### src/rtl/i2c_ctrl_pkg.sv
// Shared encodings for the I2C register-target controller and its bus timer.
package i2c_ctrl_pkg;

  typedef enum logic [2:0] {
    ST_IDLE    = 3'd0,
    ST_GET_PTR = 3'd1,
    ST_WR_IDLE = 3'd2,
    ST_BUS_WR  = 3'd3,
    ST_BUS_RD  = 3'd4,
    ST_TX_WAIT = 3'd5
  } ctrl_state_t;

  // Byte returned to the host when a read access is abandoned.
  localparam logic [7:0] BUS_RD_DEFAULT = 8'hFF;
  localparam logic [7:0] TX_RESET_VAL   = 8'hFF;

  function automatic logic addr_hit(input logic [7:0] addr_rw, input logic [6:0] target);
    return addr_rw[7:1] == target;
  endfunction

endpackage

### src/rtl/i2c_bus_timeout.sv
// Loadable down-counter guarding one outstanding bus access; expired stays high
// from the last permitted cycle until stop or a new start.
module i2c_bus_timeout #(
  parameter int CYC = 1024
) (
  input  logic clk,
  input  logic rst,
  input  logic start,
  input  logic stop,
  output logic expired
);

  localparam int CW = $clog2(CYC);
  localparam logic [CW-1:0] LOAD = CW'(CYC - 1);

  logic [CW-1:0] cnt;
  logic          running;

  always_ff @(posedge clk or posedge rst) begin
    if (rst) begin
      cnt     <= '0;
      running <= 1'b0;
    end else if (start) begin
      cnt     <= LOAD;
      running <= 1'b1;
    end else if (stop) begin
      running <= 1'b0;
    end else if (running && cnt != '0) begin
      cnt <= cnt - CW'(1);
    end
  end

  assign expired = running && (cnt == '0);

endmodule

### src/rtl/i2c_regfile_ctrl.sv
// Turns i2c_simple_slave strobes into register-bus accesses: first written byte
// is the pointer, later bytes are posted writes, reads are fetched under stall.
module i2c_regfile_ctrl
  import i2c_ctrl_pkg::*;
#(
  parameter logic [6:0] I2C_ADDRESS = 7'h42,
  parameter int         ADDR_W      = 8,
  parameter int         TIMEOUT_CYC = 1024
) (
  input  logic              clk,
  input  logic              rst,
  input  logic [7:0]        i2c_addr_rw,
  input  logic              i2c_addr_rw_valid_stb,
  input  logic [7:0]        i2c_data_rx,
  input  logic              i2c_data_rx_valid_stb,
  output logic [7:0]        i2c_data_tx,
  input  logic              i2c_data_tx_loaded_stb,
  input  logic              i2c_data_tx_done_stb,
  input  logic              i2c_error_stb,
  output logic              stall,
  output logic              bus_req,
  output logic              bus_we,
  output logic [ADDR_W-1:0] bus_addr,
  output logic [7:0]        bus_wdata,
  input  logic [7:0]        bus_rdata,
  input  logic              bus_ack,
  output logic [ADDR_W-1:0] reg_ptr,
  output logic              timeout_err,
  input  logic              err_clr,
  output logic [2:0]        state_dbg
);

  // Bus handshake: bus_req rises with addr/we/wdata and holds them stable until
  // the cycle bus_ack is seen (or the timer expires); it is low the next cycle,
  // and bus_ack while bus_req is low is ignored. One access in flight at most.

  ctrl_state_t       state, state_nxt;
  logic              stall_nxt, req_nxt, we_nxt, err_nxt;
  logic [ADDR_W-1:0] addr_nxt, ptr_nxt;
  logic [7:0]        wdata_nxt, tx_nxt;

  // orphan: in-flight access whose result is no longer wanted.
  // issue_pend: FSM wants an access but an orphan still occupies the bus.
  logic              orphan, orphan_nxt;
  logic              issue_pend, pend_nxt, pend_we, pend_we_nxt;
  logic [7:0]        pend_data, pend_data_nxt;

  logic              tmo_expired, tmo_start, tmo_hit;
  logic              bus_done, own_done;
  logic              want_rd, want_wr;

  assign bus_done  = bus_req && (bus_ack || tmo_expired);
  assign own_done  = bus_done && !orphan;
  assign tmo_hit   = bus_req && tmo_expired && !bus_ack;
  assign state_dbg = state;

  i2c_bus_timeout #(
    .CYC (TIMEOUT_CYC)
  ) u_bus_timeout (
    .clk     (clk),
    .rst     (rst),
    .start   (tmo_start),
    .stop    (bus_done),
    .expired (tmo_expired)
  );

  always_comb begin
    state_nxt     = state;
    stall_nxt     = stall;
    ptr_nxt       = reg_ptr;
    tx_nxt        = i2c_data_tx;
    req_nxt       = bus_req;
    we_nxt        = bus_we;
    addr_nxt      = bus_addr;
    wdata_nxt     = bus_wdata;
    err_nxt       = timeout_err;
    orphan_nxt    = orphan;
    pend_nxt      = issue_pend;
    pend_we_nxt   = pend_we;
    pend_data_nxt = pend_data;
    tmo_start     = 1'b0;
    want_rd       = 1'b0;
    want_wr       = 1'b0;

    if (bus_done) begin
      req_nxt    = 1'b0;
      orphan_nxt = 1'b0;
    end

    if (tmo_hit) err_nxt = 1'b1;
    else if (err_clr) err_nxt = 1'b0;

    if (i2c_error_stb || i2c_addr_rw_valid_stb) begin
      // Abandon whatever the FSM was doing; a live access finishes unobserved.
      stall_nxt = 1'b0;
      pend_nxt  = 1'b0;
      if (bus_req && !bus_done) orphan_nxt = 1'b1;
      if (i2c_error_stb || !addr_hit(i2c_addr_rw, I2C_ADDRESS)) state_nxt = ST_IDLE;
      else if (!i2c_addr_rw[0]) state_nxt = ST_GET_PTR;
      else want_rd = 1'b1;
    end else begin
      unique case (state)
        ST_GET_PTR: if (i2c_data_rx_valid_stb) begin
          ptr_nxt   = ADDR_W'(i2c_data_rx);
          state_nxt = ST_WR_IDLE;
        end
        ST_WR_IDLE: if (i2c_data_rx_valid_stb) want_wr = 1'b1;
        ST_BUS_WR: if (own_done) begin
          ptr_nxt   = reg_ptr + ADDR_W'(1);
          stall_nxt = 1'b0;
          state_nxt = ST_WR_IDLE;
        end
        ST_BUS_RD: if (own_done) begin
          tx_nxt    = bus_ack ? bus_rdata : BUS_RD_DEFAULT;
          stall_nxt = 1'b0;
          state_nxt = ST_TX_WAIT;
        end
        ST_TX_WAIT: begin
          if (i2c_data_tx_loaded_stb) ptr_nxt = reg_ptr + ADDR_W'(1);
          if (i2c_data_tx_done_stb) want_rd = 1'b1;
        end
        default: ;
      endcase
    end

    if (want_rd || want_wr) begin
      state_nxt = want_wr ? ST_BUS_WR : ST_BUS_RD;
      stall_nxt = 1'b1;
      if (!bus_req) begin
        req_nxt   = 1'b1;
        we_nxt    = want_wr;
        addr_nxt  = ptr_nxt;
        tmo_start = 1'b1;
        if (want_wr) wdata_nxt = i2c_data_rx;
      end else begin
        pend_nxt      = 1'b1;
        pend_we_nxt   = want_wr;
        pend_data_nxt = i2c_data_rx;
      end
    end else if (issue_pend && !bus_req) begin
      req_nxt   = 1'b1;
      we_nxt    = pend_we;
      addr_nxt  = reg_ptr;
      tmo_start = 1'b1;
      pend_nxt  = 1'b0;
      if (pend_we) wdata_nxt = pend_data;
    end
  end

  always_ff @(posedge clk or posedge rst) begin
    if (rst) begin
      state       <= ST_IDLE;
      stall       <= 1'b0;
      bus_req     <= 1'b0;
      bus_we      <= 1'b0;
      bus_addr    <= '0;
      bus_wdata   <= '0;
      i2c_data_tx <= TX_RESET_VAL;
      reg_ptr     <= '0;
      timeout_err <= 1'b0;
      orphan      <= 1'b0;
      issue_pend  <= 1'b0;
      pend_we     <= 1'b0;
      pend_data   <= '0;
    end else begin
      state       <= state_nxt;
      stall       <= stall_nxt;
      bus_req     <= req_nxt;
      bus_we      <= we_nxt;
      bus_addr    <= addr_nxt;
      bus_wdata   <= wdata_nxt;
      i2c_data_tx <= tx_nxt;
      reg_ptr     <= ptr_nxt;
      timeout_err <= err_nxt;
      orphan      <= orphan_nxt;
      issue_pend  <= pend_nxt;
      pend_we     <= pend_we_nxt;
      pend_data   <= pend_data_nxt;
    end
  end

endmodule

### config.mk
export PLATFORM = sky130hd
export DESIGN_NAME = i2c_regfile_ctrl
export DESIGN_NICKNAME = d
export VERILOG_FILES = /design/src/rtl/i2c_ctrl_pkg.sv /design/src/rtl/i2c_bus_timeout.sv /design/src/rtl/i2c_regfile_ctrl.sv
export SDC_FILE = /design/constraint.sdc
export NUM_CORES = 1
export LEC_CHECK = 0
export CORE_ASPECT_RATIO = 1.25
export CORE_UTILIZATION = 40
export CTS_BUF_LIST = sky130_fd_sc_hd__clkbuf_8 sky130_fd_sc_hd__clkbuf_16
export CTS_CLUSTER_SIZE = 14
export DETAILED_ROUTE_END_ITERATION = 6
export GPL_TIMING_DRIVEN = 1
export PLACE_DENSITY = 0.65
export REMOVE_ABC_BUFFERS = 1
export SYNTH_ARGS = -nofsm -noshare
export SYNTH_HDL_FRONTEND = slang
export SYNTH_HIERARCHICAL = 1
export SYNTH_SLANG_ARGS = --single-unit
export TNS_END_PERCENT = 5
### constraint.sdc
create_clock -name clk -period 4.8 [get_ports clk]
set_input_delay 0.96 -clock clk [delete_from_list [all_inputs] [get_ports clk]]
set_output_delay 0.96 -clock clk [all_outputs]
set_load 0.02 [all_outputs]
==> results.md <==
* Met2 Wirelength at 4.03 mm
* Synth Instances at 340
* Asr flop ratio synth at 1.00
* Layout Skew at 0.0106 ns
* Vias in the first global route at 2879
* M1 WL at 3.72 mm
* Drt drc at 5
* Final #Nets at 442
* Die Ht at 106 um
* Largest family of logic cells by synthesized area: simple AND/OR/NAND/NOR gates
* Hold_sp: bus_we$_DFFE_PP0P_
* Outcome: finished, violations left
* Initial core utilization at 0.414
* I/O pin total at 72
* Post-Route WL at 8.47 mm
* CTS tree: built
* Setup crit end kind: register
* Total number of vias at 2890
* Synth Area in Compound Gates at 0.177
* Num CTS Buffers at 9
* Reg power frac at 0.439
* Rel. slew slack at 0.287
* Clk sink count at 61
* Reg2reg end: u_bus_timeout/cnt[9]$_DFFE_PP0P_
* Post-DP Area at 0.00418 sq mm
* # rows at 37
* Switching part of the total at 0.259
* P_leak at 0.00190 uW
* Part of the power in combinational logic at 0.145
* H-tree depth at 3
* Final Instance Area at 0.00444 sq mm
* Largest net degree at the start of global routing at 51
* Commonest non-fill, non-tap cell in the layout: clkdlybuf4s50_1
* Crit path arrival time at 3.37 ns
* HPWL Detailed at 6.02 mm
* Post-CTS sizing at 0
* Worst R2R Start: u_bus_timeout/cnt[0]$_DFFE_PP0P_
* Syn Area/Cell at 10.1 sq um
* Distinct cells, synth at 72
* Synth Area in XOR/XNOR at 0.00511
* Gr ovfl total at 0
* Core box area at 0.00829 sq mm
* Post-Place Cells at 493
* Layout cell share with drive strength beyond 1 at 0.165
* Placer Congestion at 0.811
* Clk Latency, worst-skew pair at 0.34 ns
* Final min period at 3.11 ns
* Power per cell area at 317 mW/mm^2
* Simple-gate area share of the yosys netlist at 0.211
* Crit Path Max Fanout at 10
* Uppermost routed layer: met4
* TNS Setup at 0 ns
* Total Power at 1410 uW
* Die footprint at 0.00895 sq mm
* Post-Synth Adder-Cell Area at 0.00730
* WL/cell at 16.6 um
* Switching pwr at 364 uW
* EDFF count, synth at 0
* RSZ-0062 raised after global routing: false
* Main synth FF type: dfrtp_1
* Root buffer cell: clkbuf_8
* Hold violation count in the final report at 0
* Clock Pin Slew Worst Setup and Hold Paths at 0.07 ns
* Mapped Area at 0.00343 sq mm
* P_int at 1040 uW
* Crit share post-route at 0.649
* Pins Over Slew Limit at 0
* IO Port Bufs at 71
* Multiplexer share of the synthesized area at 0.101
* Max Cap Viol at 0
* Drt via density at 5.68
* Commonest cells after routing, fill and taps aside: clkdlybuf4s50_1 (71), dfrtp_1 (53), nand2_1 (31)
* Die Wd at 84.8 um
* Clock Power Share at 0.417
* Max IR drop VDD at 0.146 mV
* WHS Path Cells at 1
* CTS Hold Bufs at 0
* Reg2reg setup slack at 1.73 ns
* Final setup violation count at 0
* ANT nets after route at 0
* Total iterations of the first detailed-routing run at 6
* WL met3 at 437 um
* Starting DRT DRC Count at 135
* Peak Freq at 0.321 GHz
* Synth warn at 6
* Sequential share of the synthesized area at 0.448
* Slew @ Worst Pin at 1.07 ns
* WHS at 0.483 ns
* Setup Crit Path Kind: in2reg
* Crit path launch type: input port
* Initial antenna violation count at 0
* Cells on worst reg2reg path at 11
* Total GRT Usage at 0.201
* Layout Cells excl Fill at 509
* Critical path data required time at 5.06 ns
* Synth-to-Final Area Change at 29.4%
* First-pass GRT wire length at 14.0 mm
* Antenna cell count at 0
* Postcts setup bufs at 0
* Failing checks: DRC
* Clock buffer depth at 2
* Worst Hold End: bus_we$_DFFE_PP0P_
* Worst hold path class: reg2reg
* Number of synthesized register bits at 61
-- power groups by stage --
stage | Combinational, uW | Sequential [uW] | Clock (uW)
floorplan | 135 | 614 | 0
global placement | 197 | 623 | 0
detailed placement | 204 | 626 | 0
CTS | 205 | 617 | 600
global route | 234 | 627 | 618
finish | 203 | 618 | 586
-- synthesized netlist by cell type (2+ instances only) --
library cell | count | share of area
o31ai_1 | 4 | 0.0088
nand2_1 | 31 | 0.034
o21a_1 | 2 | 0.0044
a211oi_1 | 2 | 0.0044
nand3b_1 | 3 | 0.0066
a21oi_1 | 11 | 0.016
nor2_1 | 25 | 0.027
buf_2 | 7 | 0.010
o211ai_1 | 6 | 0.013
nor3b_1 | 4 | 0.0088
mux2_4 | 2 | 0.0088
mux2_2 | 21 | 0.069
inv_1 | 22 | 0.024
dfrtp_1 | 53 | 0.39
o21ai_0 | 9 | 0.013
or3b_1 | 3 | 0.0077
and3_1 | 3 | 0.0055
ha_1 | 2 | 0.0073
buf_4 | 3 | 0.0066
o21ai_1 | 3 | 0.0044
nor2b_1 | 4 | 0.0073
clkbuf_1 | 4 | 0.0044
nor2_2 | 2 | 0.0036
nand3_1 | 11 | 0.016
nor4_1 | 5 | 0.0091
nand4_2 | 2 | 0.0073
a221oi_1 | 2 | 0.0051
nor3_1 | 4 | 0.0058
and2_1 | 2 | 0.0036
a31oi_1 | 14 | 0.026
a22oi_1 | 4 | 0.0088
and3b_1 | 2 | 0.0051
o21bai_1 | 3 | 0.0066
o311ai_0 | 2 | 0.0051
a21o_1 | 4 | 0.0088
dfstp_2 | 8 | 0.061
mux2i_1 | 7 | 0.020
or2_2 | 2 | 0.0036
o32a_1 | 2 | 0.0058
nand2b_1 | 8 | 0.015
-- worst max path at each step --
stage,slack [ns],depth (start not counted),to,startpoint
after floorplan,2.09,11,u_bus_timeout/cnt[7]$_DFFE_PP0P_,u_bus_timeout/cnt[0]$_DFFE_PP0P_
after global placement,1.38,7,u_bus_timeout/cnt[7]$_DFFE_PP0P_,bus_ack
after detailed placement,1.33,7,u_bus_timeout/cnt[9]$_DFFE_PP0P_,bus_ack
after CTS,1.70,7,u_bus_timeout/cnt[9]$_DFFE_PP0P_,bus_ack
after global routing,1.49,7,u_bus_timeout/cnt[9]$_DFFE_PP0P_,bus_ack
final,1.69,7,u_bus_timeout/cnt[9]$_DFFE_PP0P_,bus_ack
-- kinds of logic after synthesis --
group,count (synthesis)
and+or+nand+nor,125
AOI/OAI and AO/OA,81
DFF,61
buffers and inverters,38
muxes,31
xor gates and xnor gates,2
adders and majority gates,2
-- through the flow --
step | utilization | setup slack [ns]
6_report | 0.535 | 1.69
5_1_grt | 0.535 | 1.49
4_1_cts | 0.535 | 1.70
3_5_place_dp | 0.504 | 1.33
3_3_place_gp | 0.504 | 1.38
2_1_floorplan | - | 2.09
-- worst max-delay path, cell delays in order --
cell	delay, ns
clkdlybuf4s50_1	0.60
o21ai_2	0.45
inv_1	0.17
or4b_1	0.53
a211oi_2	0.34
nand2_1	0.12
mux2i_1	0.20
-- flip-flops by register name, indices dropped and copies added, names as in the netlist, named ones only --
name                   flops
timeout_err                1
bus_wdata                  8
i2c_data_tx                8
bus_req                    1
pend_data                  8
issue_pend                 1
u_bus_timeout/running      1
bus_we                     1
state_dbg                  3
u_bus_timeout/cnt         10
reg_ptr                    8
pend_we                    1
bus_addr                   8
stall                      1
-- routing by layer --
metal | track usage | vias to the layer above
li1 | - | 1372
met5 | 0 | -
met4 | 0.113 | 0
met3 | 0.0446 | 21
met2 | 0.322 | 95
met1 | 0.250 | 1402
-- final cells by class --
class,instances,area [sq um]
clock buffers,12,165
clock inverters,4,93.8
fillers,767,3850
inverters,23,86.3
multi-input cells,241,1720
flip-flops and latches,61,1540
well taps,97,121
repair buffers,71,711
No activity file was read; power rests on OpenSTA's default activity.
